==> src/rtl/serial_add_ctrl.sv <==
// rtl/serial_add_ctrl.sv - bit-serial add sequencer driving an external full adder; optional ovf output under SERIAL_ADD_OVF_EN
module serial_add_ctrl #(
    parameter int WIDTH = 8
) (
    input  logic             clk,
    input  logic             reset,
    input  logic             start,
    input  logic [WIDTH-1:0] a_in,
    input  logic [WIDTH-1:0] b_in,
    input  logic             cin_in,
    output logic             fa_a,
    output logic             fa_b,
    output logic             fa_cin,
    input  logic             fa_sum,
    input  logic             fa_cout,
    output logic             busy,
    output logic             done,
    output logic [WIDTH-1:0] sum_out,
`ifdef SERIAL_ADD_OVF_EN
    output logic             ovf,
`endif
    output logic             cout_out
);

    localparam int CW = $clog2(WIDTH) + 1;

    typedef enum logic [1:0] {S_IDLE, S_RUN, S_DONE} state_t;

    state_t           state_q, state_d;
    logic [WIDTH-1:0] a_sh_q, a_sh_d;
    logic [WIDTH-1:0] b_sh_q, b_sh_d;
    logic [WIDTH-1:0] sum_sh_q, sum_sh_d;
    logic             carry_q, carry_d;
    logic [CW-1:0]    cnt_q, cnt_d;
    logic [WIDTH-1:0] sum_out_q, sum_out_d;
    logic             cout_out_q, cout_out_d;
`ifdef SERIAL_ADD_OVF_EN
    logic             ovf_q, ovf_d;
`endif

    always_comb begin
        state_d    = state_q;
        a_sh_d     = a_sh_q;
        b_sh_d     = b_sh_q;
        sum_sh_d   = sum_sh_q;
        carry_d    = carry_q;
        cnt_d      = cnt_q;
        sum_out_d  = sum_out_q;
        cout_out_d = cout_out_q;
`ifdef SERIAL_ADD_OVF_EN
        ovf_d      = ovf_q;
`endif
        fa_a   = 1'b0;
        fa_b   = 1'b0;
        fa_cin = 1'b0;
        busy   = 1'b0;
        done   = 1'b0;

        case (state_q)
            S_IDLE: begin
                if (start) begin
                    a_sh_d   = a_in;
                    b_sh_d   = b_in;
                    carry_d  = cin_in;
                    sum_sh_d = '0;
                    cnt_d    = '0;
                    state_d  = S_RUN;
                end
            end
            S_RUN: begin
                fa_a     = a_sh_q[0];
                fa_b     = b_sh_q[0];
                fa_cin   = carry_q;
                busy     = 1'b1;
                a_sh_d   = a_sh_q >> 1;
                b_sh_d   = b_sh_q >> 1;
                sum_sh_d = {fa_sum, sum_sh_q[WIDTH-1:1]};
                carry_d  = fa_cout;
                cnt_d    = cnt_q + 1'b1;
                if (cnt_q == CW'(WIDTH - 1)) begin
                    state_d    = S_DONE;
                    sum_out_d  = {fa_sum, sum_sh_q[WIDTH-1:1]};
                    cout_out_d = fa_cout;
`ifdef SERIAL_ADD_OVF_EN
                    // carry_q is the carry into the MSB during the last bit
                    ovf_d      = carry_q ^ fa_cout;
`endif
                end
            end
            S_DONE: begin
                done    = 1'b1;
                state_d = S_IDLE;
            end
            default: state_d = S_IDLE;
        endcase
    end

    always_ff @(posedge clk) begin
        if (reset) begin
            state_q    <= S_IDLE;
            a_sh_q     <= '0;
            b_sh_q     <= '0;
            sum_sh_q   <= '0;
            carry_q    <= 1'b0;
            cnt_q      <= '0;
            sum_out_q  <= '0;
            cout_out_q <= 1'b0;
`ifdef SERIAL_ADD_OVF_EN
            ovf_q      <= 1'b0;
`endif
        end else begin
            state_q    <= state_d;
            a_sh_q     <= a_sh_d;
            b_sh_q     <= b_sh_d;
            sum_sh_q   <= sum_sh_d;
            carry_q    <= carry_d;
            cnt_q      <= cnt_d;
            sum_out_q  <= sum_out_d;
            cout_out_q <= cout_out_d;
`ifdef SERIAL_ADD_OVF_EN
            ovf_q      <= ovf_d;
`endif
        end
    end

    assign sum_out  = sum_out_q;
    assign cout_out = cout_out_q;
`ifdef SERIAL_ADD_OVF_EN
    assign ovf      = ovf_q;
`endif

endmodule

==> config.mk <==
export PLATFORM = sky130hd
export DESIGN_NAME = serial_add_ctrl
export DESIGN_NICKNAME = d
export VERILOG_FILES = /design/src/rtl/serial_add_ctrl.sv
export SDC_FILE = /design/constraint.sdc
export NUM_CORES = 1
export LEC_CHECK = 0
export ABC_AREA = 0
export CAP_MARGIN = 20
export CORE_ASPECT_RATIO = 1.2
export CORE_MARGIN = 4
export CORE_UTILIZATION = 45
export DETAILED_ROUTE_END_ITERATION = 6
export GPL_TIMING_DRIVEN = 1
export PLACE_DENSITY_LB_ADDON = 0.3
export SLEW_MARGIN = 30
export SYNTH_ARGS = -nofsm -noshare
export SYNTH_HDL_FRONTEND = slang
export SYNTH_SLANG_ARGS = --single-unit
==> constraint.sdc <==
create_clock -name clk -period 1.1 [get_ports clk]
set_input_delay 0.22 -clock clk [delete_from_list [all_inputs] [get_ports clk]]
set_output_delay 0.22 -clock clk [all_outputs]
set_load 0.03 [all_outputs]
==> results of run 1 <==
==> metrics by stage <==
stage / worst slack (ns) / std cells / power, W / util / TNS, ns
after detailed placement: -0.361 / 281 / 0.00204 / 0.633 / -9.93
after global routing: -0.308 / 303 / 0.00347 / 0.806 / -7.03
final: -0.277 / 303 / 0.00334 / 0.806 / -5.07
after floorplan: -0.0561 / 186 / 0.00184 / - / -0.474
after CTS: -0.261 / 301 / 0.00327 / 0.780 / -3.87
after global placement: -0.308 / 281 / 0.00202 / 0.633 / -8.88
==> metal layers <==
metal / up-vias / GRT usage / routed length (um)
met5: - / 0 / 0
met4: 0 / 0.121 / 210
met3: 19 / 0.0723 / 224
met2: 52 / 0.404 / 2970
met1: 800 / 0.249 / 2030
li1: 783 / - / -
==> layout make-up <==
cell class,count,area (um2),area share
timing repair buffer,71,739,0.250
multi-input combinational,129,1220,0.414
clock buffer,8,100,0.0339
tap,52,65.1,0.0220
inverter,3,25.0,0.00847
timing repair inverter,1,7.51,0.00254
sequential,39,793,0.269
==> worst max path at each step <==
stage	end	slack, ns	depth (start not counted)
3_3_place_gp	b_sh_q[0]$_SDFFE_PP0P_	-0.31	5
2_1_floorplan	cnt_q[0]$_SDFFE_PP0P_	-0.06	5
3_5_place_dp	b_sh_q[1]$_SDFFE_PP0P_	-0.36	5
5_1_grt	fa_b	-0.31	4
4_1_cts	fa_a	-0.26	4
6_report	fa_b	-0.28	4
==> worst max-delay path: cells and delay by family (launching register included) <==
| family | cells | cell delay, ns |
|---|---|---|
| buffers and inverters | 2 | 0.20 |
| flip-flops | 1 | 0.36 |
| AND/OR/NAND/NOR | 2 | 0.30 |
==> cell families after synthesis <==
| logic type | after synthesis | share of synthesized area |
|---|---|---|
| AND/OR/NAND/NOR | 72 | 0.198 |
| adder cells (fa/ha/maj) | 1 | 0.00720 |
| buffers and inverters | 18 | 0.0598 |
| AO/OA/AOI/OAI | 47 | 0.233 |
| multiplexers | 9 | 0.0519 |
| flip-flops | 39 | 0.450 |
==> registers in the layout, indices dropped and copies added (netlist names) <==
name	count
cnt_q	4
sum_out	8
a_sh_q	8
carry_q	1
sum_sh_q	7
state_q	2
b_sh_q	8
cout_out	1
==> power groups by stage <==
stage | sequential (W) | combinational [W] | clock (W)
global route | 0.00156 | 0.000769 | 0.00115
global placement | 0.00156 | 0.000465 | 0
CTS | 0.00154 | 0.000662 | 0.00107
finish | 0.00155 | 0.000725 | 0.00106
detailed placement | 0.00156 | 0.000481 | 0
floorplan | 0.00154 | 0.000292 | 0
==> repair_timing <==
action	CTS	global route
gates cloned	4	0
endpoints found under the setup margin	39	44
resized for setup	78	24
buffers inserted	8	8
pin swaps	25	20
==> cells in the final DEF (no fill, tap or decap), types with 4 or more instances in the layout <==
master,instances
sky130_fd_sc_hd__nor2_2,4
sky130_fd_sc_hd__o2bb2ai_1,4
sky130_fd_sc_hd__dfxtp_1,35
sky130_fd_sc_hd__nor2_1,20
sky130_fd_sc_hd__buf_4,25
sky130_fd_sc_hd__a211oi_2,16
sky130_fd_sc_hd__mux2i_1,9
sky130_fd_sc_hd__nand2b_1,18
sky130_fd_sc_hd__a22oi_2,10
sky130_fd_sc_hd__buf_6,18
sky130_fd_sc_hd__o2bb2ai_2,7
sky130_fd_sc_hd__clkdlybuf4s50_1,20
sky130_fd_sc_hd__nor2_4,15
sky130_fd_sc_hd__clkbuf_8,7
sky130_fd_sc_hd__buf_12,7
==> impl_summary.md, run 1 <==
Routing
The count of routing violations after the opening detailed-route iteration is 81. After detailed routing, the average wire length per cell comes to 17.9 um. The first-pass iteration count of the detailed router is 4. For this block, the routed nets add up to 5.43 mm of wire. Once detail routing completed, the nets flagged for antenna violations numbered 0. The final routed DRC violation total is 0. In the routed layout, each cell is associated on average with a via count of 5.46. The detailed router placed 1,654 vias in this run.

Power and ir drop
Summed over all cells, the static leakage comes to 1.07 nW. The share of total power in sequential cells is 0.465. Of the total power, the share spent switching nets is 0.271.

The worst ir drop on vdd is 0.952 mV. The fraction of power consumed by the clock network is 0.318. The switching power is 0.000906 W. The internal power is 0.00244 W. Dividing total power by cell area gives a power density of 1130 mW/mm2. The part of the power in combinational logic is 0.217.

Setup path
The launching element of the worst setup path is state_q[1]$_SDFFE_PP0P_. The slowest cell on the critical path is sky130_fd_sc_hd__dfxtp_4. STA puts the critical path data arrival time at 1.16 ns. The maximum fanout along the worst path is 6. The setup slack of the worst register-to-register path is -0.21 ns. The endpoint identified for the worst register-to-register timing path is a_sh_q[0]$_SDFFE_PP0P_. The critical path data required time is 0.88 ns.

In this design, the stage delay of the slowest critical-path cell is 0.36 ns. The worst register-to-register path begins at state_q[1]$_SDFFE_PP0P_. The kind of critical path is flop to primary output. The depth of the worst register-to-register path is 6. Traced cell by cell, the critical path runs through nand2b_4 > inv_6 > and2_4 > buf_6. The startpoint kind of the worst setup timing path is a flop. STA classifies the critical path endpoint as a primary output.

Global route
The number of antenna violations at the first check in global routing is 0. The via count of the first global-routing pass is 1,784. The global-route wire length before repair is 8.84 mm. Entering global routing, the biggest net connects 36 pins. The overall overflow remaining after global route is 0. Across every metal layer, demand over resource in global routing totals 0.233.

Timing
The setup slack of the critical path after layout is -0.277 ns. Setup repair after global routing could not meet its margin everywhere. The final hold violation count came to 0. For the pin with the worst max-slew slack, the measured transition is 0.319 ns. Dividing the final minimum period by the clock period gives 1.25. After layout, the minimum clock period comes to 1.38 ns. Setup violations remaining at the end of the flow were counted as 43.

The final-layout worst hold slack is 0.477 ns. The max-slew violation count is 0. The worst slew slack as a fraction of its limit is 0.787. The maximum achievable frequency is 726 MHz.

The clock arrives with 0.00552 ns of skew.

Run
Across the run, the number of max-cap violations was 0.

Worst hold path
Counting instances, the worst hold path has a depth of 2. The hold path endpoint is cout_out$_SDFFE_PP0P_. The startpoint of the tightest hold check path is cout_out$_SDFFE_PP0P_. The min-delay analysis places its worst path in the category flop to flop.

Synth
Counting flops with an async set or reset pin after synthesis yields a share of 0. By area the synthesized netlist is led by sky130_fd_sc_hd__dfxtp_1 45%, sky130_fd_sc_hd__nor2_1 8.4%, sky130_fd_sc_hd__nand2b_1 7.6%, sky130_fd_sc_hd__a211oi_2 6.5%, sky130_fd_sc_hd__o2bb2ai_1 5.5%. The sequential share of the synthesized area is 0.450. The average cell area after synthesis is 9.34 um2. The cell taking the most area after synthesis is sky130_fd_sc_hd__dfxtp_1. Counting flops with a built-in enable in the synthesized netlist gives 0.

The netlist uses 28 different library cells. Sorting the synthesized cells by how often they occur yields 39 x sky130_fd_sc_hd__dfxtp_1, 39 x sky130_fd_sc_hd__nor2_1, 21 x sky130_fd_sc_hd__nand2b_1. For this run, the number of Yosys warnings is 0.

Of the post-synthesis cell area, the dominant cell type holds 0.450. For this run, the leading register cell type out of synthesis is sky130_fd_sc_hd__dfxtp_1. The flip-flop and latch count after synthesis is 39. Synthesis produced a netlist with a net count of 209. Summing every instance area after synthesis gives 0.00174 mm2. The cell count after synthesis is 186.

CTS
Clock tree synthesis selected as its root buffer the cell sky130_fd_sc_hd__clkbuf_8. The clock network latency to the later pin of the worst-skew pair is 0.30 ns. The number of H-tree levels is 2. CTS saw 39 sinks. The TritonCTS clock tree is yes.

The number of buffers added by the clock tree synthesis step is 5. The clock transition at the registers of the reported paths is 0.07 ns. The post-cts hold buffer count is 0.

The number of buffers on the longest clock path is 2.

Die
Measured along the x axis, the die boundary spans 64.7 um. The core region area is 0.00366 mm2. The total number of placement rows is 24. The die is 76.1 um tall. In this run the count of I/O pins placed on the die edge is 36. For this configuration, the core starts out at a cell density of 0.474. The total die area is 0.00492 mm2.

Place
In this run the cell area measured after placement is 0.00232 mm2. The count of buffers added on input and output ports is 35. The congestion estimate from routability-driven global placement came to 0.857. Summed over all nets, the half-perimeter wirelength after detailed placement is 2.92 mm.

Run status
The final reports fail on negative setup slack. The run finished, with violations left.

Finish
The number of inserted filler cells in the final layout is 215. The fraction of layout cells with a size suffix above 1 is 0.538. For this run, the post-layout net count is 273.

The relative area change from synthesis to final layout is 70.1%. The post-route standard cell area excluding fillers is 0.00295 mm2. The number of antenna diodes in the final layout is 0.
(Power assumes the default switching activity.)
==> run 2: changes to the inputs <==
SLEW_MARGIN = 40   (was 30)
==> results of run 2 <==
No change in the layout: final DEF, timing and power equal those of run 1.
==> run 3: changes to the inputs <==
SETUP_SLACK_MARGIN = 0.3   (was default)
==> run 3 against run 2 <==
Against the previous run:
- sequential cell count stayed put
- highest routed layer unchanged
- utilization is 0.61 points lower
- die area stayed put
- the run still ends with negative setup slack left
- clock-buffer cell count is 3 lower
==> impl_summary.md, run 3 (synthesis results as in run 1) <==
Run status
Status: complete, but fails checks (unchanged). Violated checks: negative setup slack (unchanged).

Setup path
The maximum fanout along the worst path is 6 (unchanged). The startpoint kind of the worst setup timing path is a flop (unchanged). Critical path cell sequence: nand2b_4 > inv_6 > and2_4 > buf_6 (unchanged). The stage delay of the slowest cell on the critical path is 0.35 ns (was 0.36 ns).

The buffering stage count on the worst path with inverters included is 2 (unchanged). The slowest cell on the critical path is sky130_fd_sc_hd__dfxtp_4 (unchanged). The kind of end point of the critical path is a primary output (unchanged). The critical path data required time is 0.88 ns (about the same). The data arrival time of the critical path was 1.13 ns (was 1.16 ns). The kind of critical path is flop to primary output (unchanged). The family with the most delay on the worst path is flip-flops (unchanged).

Global route
The global routing usage on met2 was 0.424 (was 0.404). The global-route track usage on met1 was 0.245 (was 0.249). The total global routing track utilization is 0.229 (was 0.233).

The global-route wire length before repair is 8.74 mm (was 8.84 mm). The met3 capacity usage during global routing is 0.0413 (was 0.0723). The most heavily used metal layer in global routing was met2 (unchanged). The overall overflow remaining after global route is 0 (unchanged). The via count of the first global-routing pass is 1,830 (was 1,784).

The maximum number of pins on one net before global-route repair is 36 (unchanged). The number of antenna violations at the first check in global routing is 0 (unchanged).

Place
The placed wire-length estimate came to 3.06 mm (was 2.92 mm). The weighted congestion at the end of routability-driven global placement was 0.781 (was 0.857). The total placed cells including tap cells is 279 (was 281). The number of buffers inserted by port buffering is 35 (unchanged).

Timing
Unrepaired setup endpoints after global routing: true (unchanged). The setup slack of the critical path after layout is -0.254 ns (was -0.277 ns). The final hold violation count was 0 (unchanged).

The max-slew violation count is 0 (unchanged). The worst slew slack as a fraction of its limit is 0.776 (was 0.787). The measured slew at the worst slew-check pin is 0.335 ns (was 0.319 ns).

The final period demand of the worst path came to 1.35 ns (was 1.38 ns). The maximum achievable frequency is 739 MHz (was 726 MHz). The setup-violating endpoint count in the final report is 43 (unchanged). The maximum clock skew at final layout was 0.00501 ns (was 0.00552 ns). The post-route fraction of the period consumed by the critical path is 1.23 (was 1.25).

CTS
The post-cts hold buffer count is 0 (unchanged). The clock network latency to the later pin of the worst-skew pair was 0.29 ns (was 0.30 ns). The TritonCTS clock tree is yes (unchanged).

The number of buffers on the longest clock path is 2 (unchanged). The CTS sink count is 39 (unchanged). The number of H-tree levels is 2 (unchanged). The clock transition at the registers of the reported paths came to 0.08 ns (was 0.07 ns). The root buffer cell is sky130_fd_sc_hd__clkbuf_8 (unchanged). The number of buffers added by the clock tree synthesis step is 5 (unchanged).

Finish
The fraction of layout cells with a size suffix above 1 is 0.529 (was 0.538). The final cell count without fillers came to 309 (was 303). The relative area change from synthesis to final layout is 68.8% (was 70.1%).

The final net count was 279 (was 273). Top library cells by usage in the layout, fill and taps aside: 30 x sky130_fd_sc_hd__nor2_1, 26 x sky130_fd_sc_hd__dfxtp_1, 26 x sky130_fd_sc_hd__buf_6, 22 x sky130_fd_sc_hd__buf_4, 20 x sky130_fd_sc_hd__clkdlybuf4s50_1 (was 35 x sky130_fd_sc_hd__dfxtp_1, 25 x sky130_fd_sc_hd__buf_4, 20 x sky130_fd_sc_hd__nor2_1, 20 x sky130_fd_sc_hd__clkdlybuf4s50_1). The final design utilization is 0.800 (was 0.806). The commonest non-fill, non-tap cell in the layout is sky130_fd_sc_hd__nor2_1 (was sky130_fd_sc_hd__dfxtp_1). The diode insertion count for antenna repair is 0 (unchanged).

Routing
The final routed DRC violation total is 0 (unchanged). The first-pass iteration count of the detailed router was 4 (unchanged). The via density per instance is 5.40 (was 5.46). The total number of vias was 1,670 (was 1,654). The count of routing violations after the opening detailed-route iteration came to 73 (was 81).

The wire length per cell after detailed routing was 17.4 um (was 17.9 um). The total routed wirelength is 5.39 mm (was 5.43 mm). The remaining number of nets flagged by the antenna check after routing is 0 (unchanged).

Die
The effective utilization at floorplan came to 0.474 (unchanged). The x dimension of the die is 64.7 um (unchanged). The total number of placement rows came to 24 (unchanged). The core region area is 0.00366 mm2 (unchanged). The total die area is 0.00492 mm2 (unchanged). The number of I/O pins was 36 (unchanged). The vertical extent of the die is 76.1 um (unchanged).

Worst hold path
The class of the worst hold path is flop to flop (unchanged).

Power and ir drop
The worst ir drop on vdd is 0.806 mV (was 0.952 mV). The total design power was 0.00318 W (was 0.00334 W). The power per standard cell area was 1080 mW/mm2 (was 1130 mW/mm2).

The total leakage power was 1.12 nW (was 1.07 nW).

Run
The number of maximum-capacitance constraint violations came to 0 (unchanged).
[run 3: cell count changes in the layout (fill, tap and decap cells not counted), sizes merged]
cell | previous run | this run
clkbuf | 8 | 5
clkinv | 0 | 3
bufbuf | 0 | 1
buf | 50 | 55
[run 3: layer usage]
metal / up-vias / share of wire
met4: 0 / 0.030
met1: 809 / 0.38
met5: - / 0
met2: 52 / 0.55
met3: 13 / 0.041
li1: 796 / -
[run 3: through the flow]
stage | setup TNS (ns) | hold WS, ns | area, um2 | worst slack (ns)
final | -6.86 | 0.483 | 2930 | -0.254
after global routing | -8.80 | 0.520 | 2930 | -0.311
after CTS | -5.77 | 0.484 | 2810 | -0.250
after detailed placement | -10.45 | 0.462 | 2340 | -0.398
after global placement | -8.25 | 0.457 | 2340 | -0.290
after floorplan | -0.455 | 0.368 | 1880 | -0.0560
[run 3: final timing paths]
kind | slack [ns] | from | to | cells past startpoint
setup / recovery | -0.25 | state_q[1]$_SDFFE_PP0P_ | fa_b | 4
hold / removal | 0.48 | sum_sh_q[1]$_SDFFE_PP0P_ | sum_out[0]$_SDFFE_PP0P_ | 2
setup reg to reg | -0.25 | state_q[1]$_SDFFE_PP0P_ | a_sh_q[5]$_SDFFE_PP0P_ | 5
hold reg to reg | 0.48 | sum_sh_q[1]$_SDFFE_PP0P_ | sum_out[0]$_SDFFE_PP0P_ | 2
[run 3: power breakdown]
group	switching (W)	internal [W]	leakage, nW	total (W)
combinational	0.000305	0.000381	0.750	0.000686
clock	0.000528	0.000435	0.0477	0.000962
sequential	0.0000590	0.00147	0.326	0.00153
total	0.000892	0.00229	1.12	0.00318
[run 3: final cells by class]
| type | instances | area (um2) |
|---|---|---|
| multi-input combinational | 129 | 1110 |
| timing repair inverter | 1 | 7.51 |
| timing repair buffer | 77 | 842 |
| clock buffer | 5 | 68.8 |
| tap | 52 | 65.1 |
| inverter | 3 | 22.5 |
| fill | 229 | 732 |
| clock inverter | 3 | 15.0 |
| sequential | 39 | 805 |
[run 3: what timing repair did]
item,CTS,global route
gates cloned,5,0
pin swaps,15,11
endpoints found under the setup margin,53,53
buffers inserted,11,6
resized for setup,65,13
[run 3: worst reg2reg max path, stage by stage (launching register included)]
cell	delay, ns
sky130_fd_sc_hd__dfxtp_4	0.35
sky130_fd_sc_hd__buf_4	0.15
sky130_fd_sc_hd__o21ba_4	0.27
sky130_fd_sc_hd__bufbuf_16	0.27
sky130_fd_sc_hd__nor2_1	0.05
sky130_fd_sc_hd__a211oi_1	0.18
